<file path="config.mk">
export PLATFORM = sky130hd
export DESIGN_NAME = pwm_breath_ctrl
export DESIGN_NICKNAME = d
export VERILOG_FILES = /design/src/rtl/pwm_breath_ctrl.sv
export SDC_FILE = /design/constraint.sdc
export NUM_CORES = 1
export LEC_CHECK = 0
export ABC_AREA = 1
export BUFFER_PORTS_ARGS = -buffer_cell sky130_fd_sc_hd__buf_4
export CORE_ASPECT_RATIO = 1.2
export CORE_UTILIZATION = 60
export CTS_CLUSTER_SIZE = 28
export DETAILED_ROUTE_END_ITERATION = 7
export PLACE_DENSITY_LB_ADDON = 0.05
export SLEW_MARGIN = 5
export SYNTH_ARGS = -nofsm -noshare
export SYNTH_HDL_FRONTEND = slang
export SYNTH_SLANG_ARGS = --single-unit
</file>
<file path="constraint.sdc">
create_clock -name i_sysclk -period 5.9 [get_ports i_sysclk]
set_input_delay 0.885 -clock i_sysclk [delete_from_list [all_inputs] [get_ports i_sysclk]]
set_output_delay 0.885 -clock i_sysclk [all_outputs]
set_load 0.005 [all_outputs]
</file>
<file path="src/rtl/pwm_breath_ctrl.sv">
// Breathing-LED brightness sequencer feeding a downstream PWM stage.
// Optional macro PWM_BREATH_GAMMA_EN selects a quadratic gamma curve for brightness.
module pwm_breath_ctrl #(
   parameter int FREQ_W = 32
) (
   input  logic              i_sysclk,
   input  logic              i_resetn,
   input  logic              i_enable,
   input  logic [31:0]       i_step_cnt,
   input  logic [15:0]       i_hold_cnt,
   input  logic [7:0]        i_min_level,
   input  logic [7:0]        i_max_level,
   input  logic [FREQ_W-1:0] i_freq_cnt,
   output logic [7:0]        o_brightness,
   output logic [FREQ_W-1:0] o_duty_cnt,
   output logic              o_update,
   output logic [2:0]        o_phase
);

   typedef enum logic [2:0] {
      IDLE      = 3'd0,
      RAMP_UP   = 3'd1,
      HOLD_HIGH = 3'd2,
      RAMP_DOWN = 3'd3,
      HOLD_LOW  = 3'd4
   } phase_t;

   phase_t        state, state_nxt;
   logic [7:0]    level, level_nxt;
   logic [31:0]   clk_cnt, clk_cnt_nxt;
   logic [15:0]   hold_q, hold_nxt;
   logic          upd_pend, upd_pend_nxt;

   logic [31:0]        step_term;
   logic               tick;
   logic               degenerate;
   logic               hold_done;
   logic [7:0]         bright_val;
   logic [FREQ_W+7:0]  duty_prod;
   logic               duty_unused;

   // A step count of 0 behaves like 1; >= keeps the tick alive if the step count shrinks mid-count.
   assign step_term  = (i_step_cnt == 32'd0) ? 32'd0 : (i_step_cnt - 32'd1);
   assign tick       = (state != IDLE) && (clk_cnt >= step_term);
   assign degenerate = (i_min_level >= i_max_level);
   assign hold_done  = (({1'b0, hold_q} + 17'd1) >= {1'b0, i_hold_cnt});

`ifdef PWM_BREATH_GAMMA_EN
   logic [15:0] gamma_prod;
   logic        gamma_unused;
   assign gamma_prod   = {8'd0, level} * ({8'd0, level} + 16'd1);
   assign bright_val   = gamma_prod[15:8];
   assign gamma_unused = ^gamma_prod[7:0];
`else
   assign bright_val = level;
`endif

   assign duty_prod   = {8'd0, i_freq_cnt} * {{FREQ_W{1'b0}}, bright_val};
   assign duty_unused = ^duty_prod[7:0];

   always_comb begin
      state_nxt   = state;
      level_nxt   = level;
      clk_cnt_nxt = clk_cnt;
      hold_nxt    = hold_q;
      if (!i_enable) begin
         state_nxt   = IDLE;
         level_nxt   = 8'd0;
         clk_cnt_nxt = 32'd0;
         hold_nxt    = 16'd0;
      end else if (state == IDLE) begin
         state_nxt   = RAMP_UP;
         level_nxt   = i_min_level;
         clk_cnt_nxt = 32'd0;
         hold_nxt    = 16'd0;
      end else begin
         clk_cnt_nxt = tick ? 32'd0 : (clk_cnt + 32'd1);
         if (degenerate) begin
            state_nxt = HOLD_HIGH;
            level_nxt = i_max_level;
            hold_nxt  = 16'd0;
         end else if (tick) begin
            // Bounds are compared one step ahead so level never wraps past 0 or 255.
            case (state)
               RAMP_UP: begin
                  if (level >= (i_max_level - 8'd1)) begin
                     level_nxt = i_max_level;
                     state_nxt = (i_hold_cnt == 16'd0) ? RAMP_DOWN : HOLD_HIGH;
                     hold_nxt  = 16'd0;
                  end else begin
                     level_nxt = level + 8'd1;
                  end
               end
               RAMP_DOWN: begin
                  if (level <= (i_min_level + 8'd1)) begin
                     level_nxt = i_min_level;
                     state_nxt = (i_hold_cnt == 16'd0) ? RAMP_UP : HOLD_LOW;
                     hold_nxt  = 16'd0;
                  end else begin
                     level_nxt = level - 8'd1;
                  end
               end
               HOLD_HIGH: begin
                  if (hold_done) begin
                     state_nxt = RAMP_DOWN;
                     hold_nxt  = 16'd0;
                  end else begin
                     hold_nxt = hold_q + 16'd1;
                  end
               end
               HOLD_LOW: begin
                  if (hold_done) begin
                     state_nxt = RAMP_UP;
                     hold_nxt  = 16'd0;
                  end else begin
                     hold_nxt = hold_q + 16'd1;
                  end
               end
               default: begin
                  state_nxt = IDLE;
               end
            endcase
         end
      end
      upd_pend_nxt = (level_nxt != level) || (!i_enable && (state != IDLE));
   end

   always_ff @(posedge i_sysclk or negedge i_resetn) begin
      if (!i_resetn) begin
         state    <= IDLE;
         level    <= 8'd0;
         clk_cnt  <= 32'd0;
         hold_q   <= 16'd0;
         upd_pend <= 1'b0;
      end else begin
         state    <= state_nxt;
         level    <= level_nxt;
         clk_cnt  <= clk_cnt_nxt;
         hold_q   <= hold_nxt;
         upd_pend <= upd_pend_nxt;
      end
   end

   // Outputs trail the level register by one cycle so brightness, duty and the pulse move together.
   always_ff @(posedge i_sysclk or negedge i_resetn) begin
      if (!i_resetn) begin
         o_brightness <= 8'd0;
         o_duty_cnt   <= '0;
         o_update     <= 1'b0;
      end else begin
         o_update <= upd_pend;
         if (upd_pend) begin
            o_brightness <= bright_val;
            o_duty_cnt   <= duty_prod[FREQ_W+7:8];
         end
      end
   end

   assign o_phase = state;

endmodule

</file>
==> results.json <==
{
  "cp-start-kind": "flip-flop",
  "syn_nets": 2782,
  "cts_hold_buf": 0,
  "grt_pass1_vias": 15700,
  "pin_count": 143,
  "h-tree-depth": 3,
  "num_vias": 15400,
  "nFillCells": 2440,
  "max_freq_mhz": 185,
  "drv_cap": 0,
  "slew_headroom_pct": 26.0,
  "drive_gt1_share_pct": 10.9,
  "syn_area_um2": 16800,
  "yosysWarnings": 0,
  "endpoint_kind": "flip-flop",
  "layout_commonest_cell": "nand2_1",
  "synth_top_area_share_pct": 21.4,
  "wl_mm": 44.8,
  "multi_input_area_um2": 12000,
  "synth_seq_cells": 101,
  "gr-usage-all-layers_pct": 32.7,
  "numPortBuffers": 142,
  "grt_pass1_wl_mm": 74.5,
  "synth_area_per_cell_um2": 7.08,
  "post-cts-setup-buffer-count": 0,
  "worstSkewPairLatency_ns": 0.36,
  "cp.arrival_ns": 5.62,
  "final_cell_mix": "nand2_1 (623), inv_1 (473), fa_1 (179), nor2_1 (167), buf_4 (163)",
  "crit_type": "flip-flop to flip-flop",
  "synth-async-reset-ratio_pct": 100,
  "syn_inst": 2367,
  "clk_pin_slew_worst_paths_ns": 0.08,
  "coreArea_um2": 27300,
  "layout.nets": 2877,
  "cts_tree": "done",
  "hold_violations": 0,
  "setup_viol": 0,
  "timing.setup.tns_ns": 0,
  "fp.dieArea_um2": 28600,
  "hp-class": "input port to asynchronous set/reset pin",
  "die_w_um": 155,
  "regArea_um2": 2530,
  "n_antenna_cell": 0,
  "drt_iter0_drc": 1015,
  "areaGrowthSynthToFinish_pct": 9.55,
  "status": "finished, final reports clean",
  "cts_buffer_depth": 2,
  "fp.dieH_um": 185,
  "required_ns": 6.11,
  "wire_per_inst_um": 16.0,
  "post-route-period-util_pct": 91.7,
  "ant_nets": 0,
  "antenna_found_initial": 0,
  "root_buffer": "clkbuf_16",
  "start_util_pct": 61.5,
  "cts_sinks": 101,
  "synth_area_leaders": "fa_1 (21%), dfrtp_1 (15%), nand2_1 (14%), inv_1 (11%), ha_1 (10%)",
  "route.detailed.drc": 0,
  "synth.largest_area_cell": "fa_1",
  "synth_edf_count": 0,
  "ys.flop_type": "dfrtp_1",
  "worst_pin_slew_ns": 1.11,
  "dp_hpwl_mm": 36.4,
  "grt_start_max_net_pins": 72,
  "slew_viol_final": 0,
  "ys_types": 58,
  "cts_buffers": 9,
  "ctsResizeCount": 0,
  "overflow": 0,
  "cp_max_fo": 22,
  "min_period_ns": 5.41,
  "drt_pass1_iterations": 5,
  "clock_skew_ns": 0.00715,
  "rows": 66,
  "synth-seq-area-share_pct": 15.1,
  "rsz0062_at_grt": "false",
  "vias_per_cell": 5.49,
  "gp_congestion": 0.933
}
flip-flops by register name, indices dropped and copies added (netlist names):
| name | cells |
|---|---|
| hold_q | 16 |
| o_phase | 3 |
| o_update | 1 |
| clk_cnt | 32 |
| o_duty_cnt | 32 |
| upd_pend | 1 |
| bright_val | 8 |
| o_brightness | 8 |
worst paths after layout:
kind / startpoint / to / slack, ns / depth (start not counted)
min in group i_sysclk: o_duty_cnt[0] / o_duty_cnt[0] / 0.49 / 2
hold / removal: i_resetn / hold_q[0] / 0.48 / 1
setup reg to reg: bright_val[7] / o_duty_cnt[25] / 0.49 / 20
hold reg to reg: o_duty_cnt[0] / o_duty_cnt[0] / 0.49 / 2
max in group asynchronous: i_resetn / clk_cnt[22] / 4.16 / 2
setup / recovery: bright_val[7] / o_duty_cnt[25] / 0.49 / 20
metal layers:
metal / part of all wire (%) / global-route usage (%) / wire length (um)
met1: 42 / 39.9 / 18600
met2: 51 / 59.7 / 22800
met3: 4.5 / 2.74 / 2000
met4: 3.1 / 12.6 / 1400
met5: 0 / 0 / 0
area by class of cell:
class	instances	area share, %
clock buffers	10	1.25
clock inverters	6	0.422
inverters	497	10.2
multi-input cells	1690	65.4
flip-flops and latches	101	13.8
well taps	340	2.32
repair buffers	163	6.66
cell usage after synthesis, types with 25 or more instances:
library cell / n
nand2_1: 623
inv_1: 473
fa_1: 179
nor2_1: 167
ha_1: 137
nand3_1: 102
dfrtp_1: 101
a21oi_1: 87
o21ai_0: 77
xor2_1: 49
nor3_1: 38
nand4_1: 36
clkbuf_1: 32
xnor2_1: 28
o21ai_1: 25
critical path, cell delays in order (launching register included):
cell and delay [ns]:
dfrtp_1 0.73, buf_4 0.41, nand2_1 0.14, fa_1 0.55, inv_1 0.06, fa_1 0.51, fa_1 0.52, fa_1 0.49
ha_1 0.38, nand2_1 0.12, nor2_1 0.12, inv_1 0.06, nor2_1 0.14, inv_1 0.06, a21oi_1 0.14, nor3_1 0.08
o21ai_2 0.12, a21boi_1 0.15, o21ai_1 0.27, xnor2_1 0.16, o21ai_1 0.07
logic make-up after synthesis:
group / Yosys count / share of synthesized area [%]
xor+xnor: 77 / 4.02
compound gates: 256 / 8.69
fa+ha+maj: 316 / 31.6
simple gates: 1041 / 27.4
buf+inv: 576 / 13.3
flops: 101 / 15.1
stage by stage:
step	cells	util, %	worst slack, ns	area (um^2)	hold WS, ns
after floorplan	2367	-	1.04	16800	0.352
after global placement	2791	66.3	0.613	18100	0.468
after detailed placement	2791	66.3	0.550	18100	0.477
after CTS	2807	67.4	0.542	18400	0.485
after global routing	2807	67.4	0.223	18400	0.510
final	2807	67.4	0.490	18400	0.481
Power is left out: the tool's default activity adds up to more than one toggle a clock period on the data nets, which glitch-free logic cannot reach.
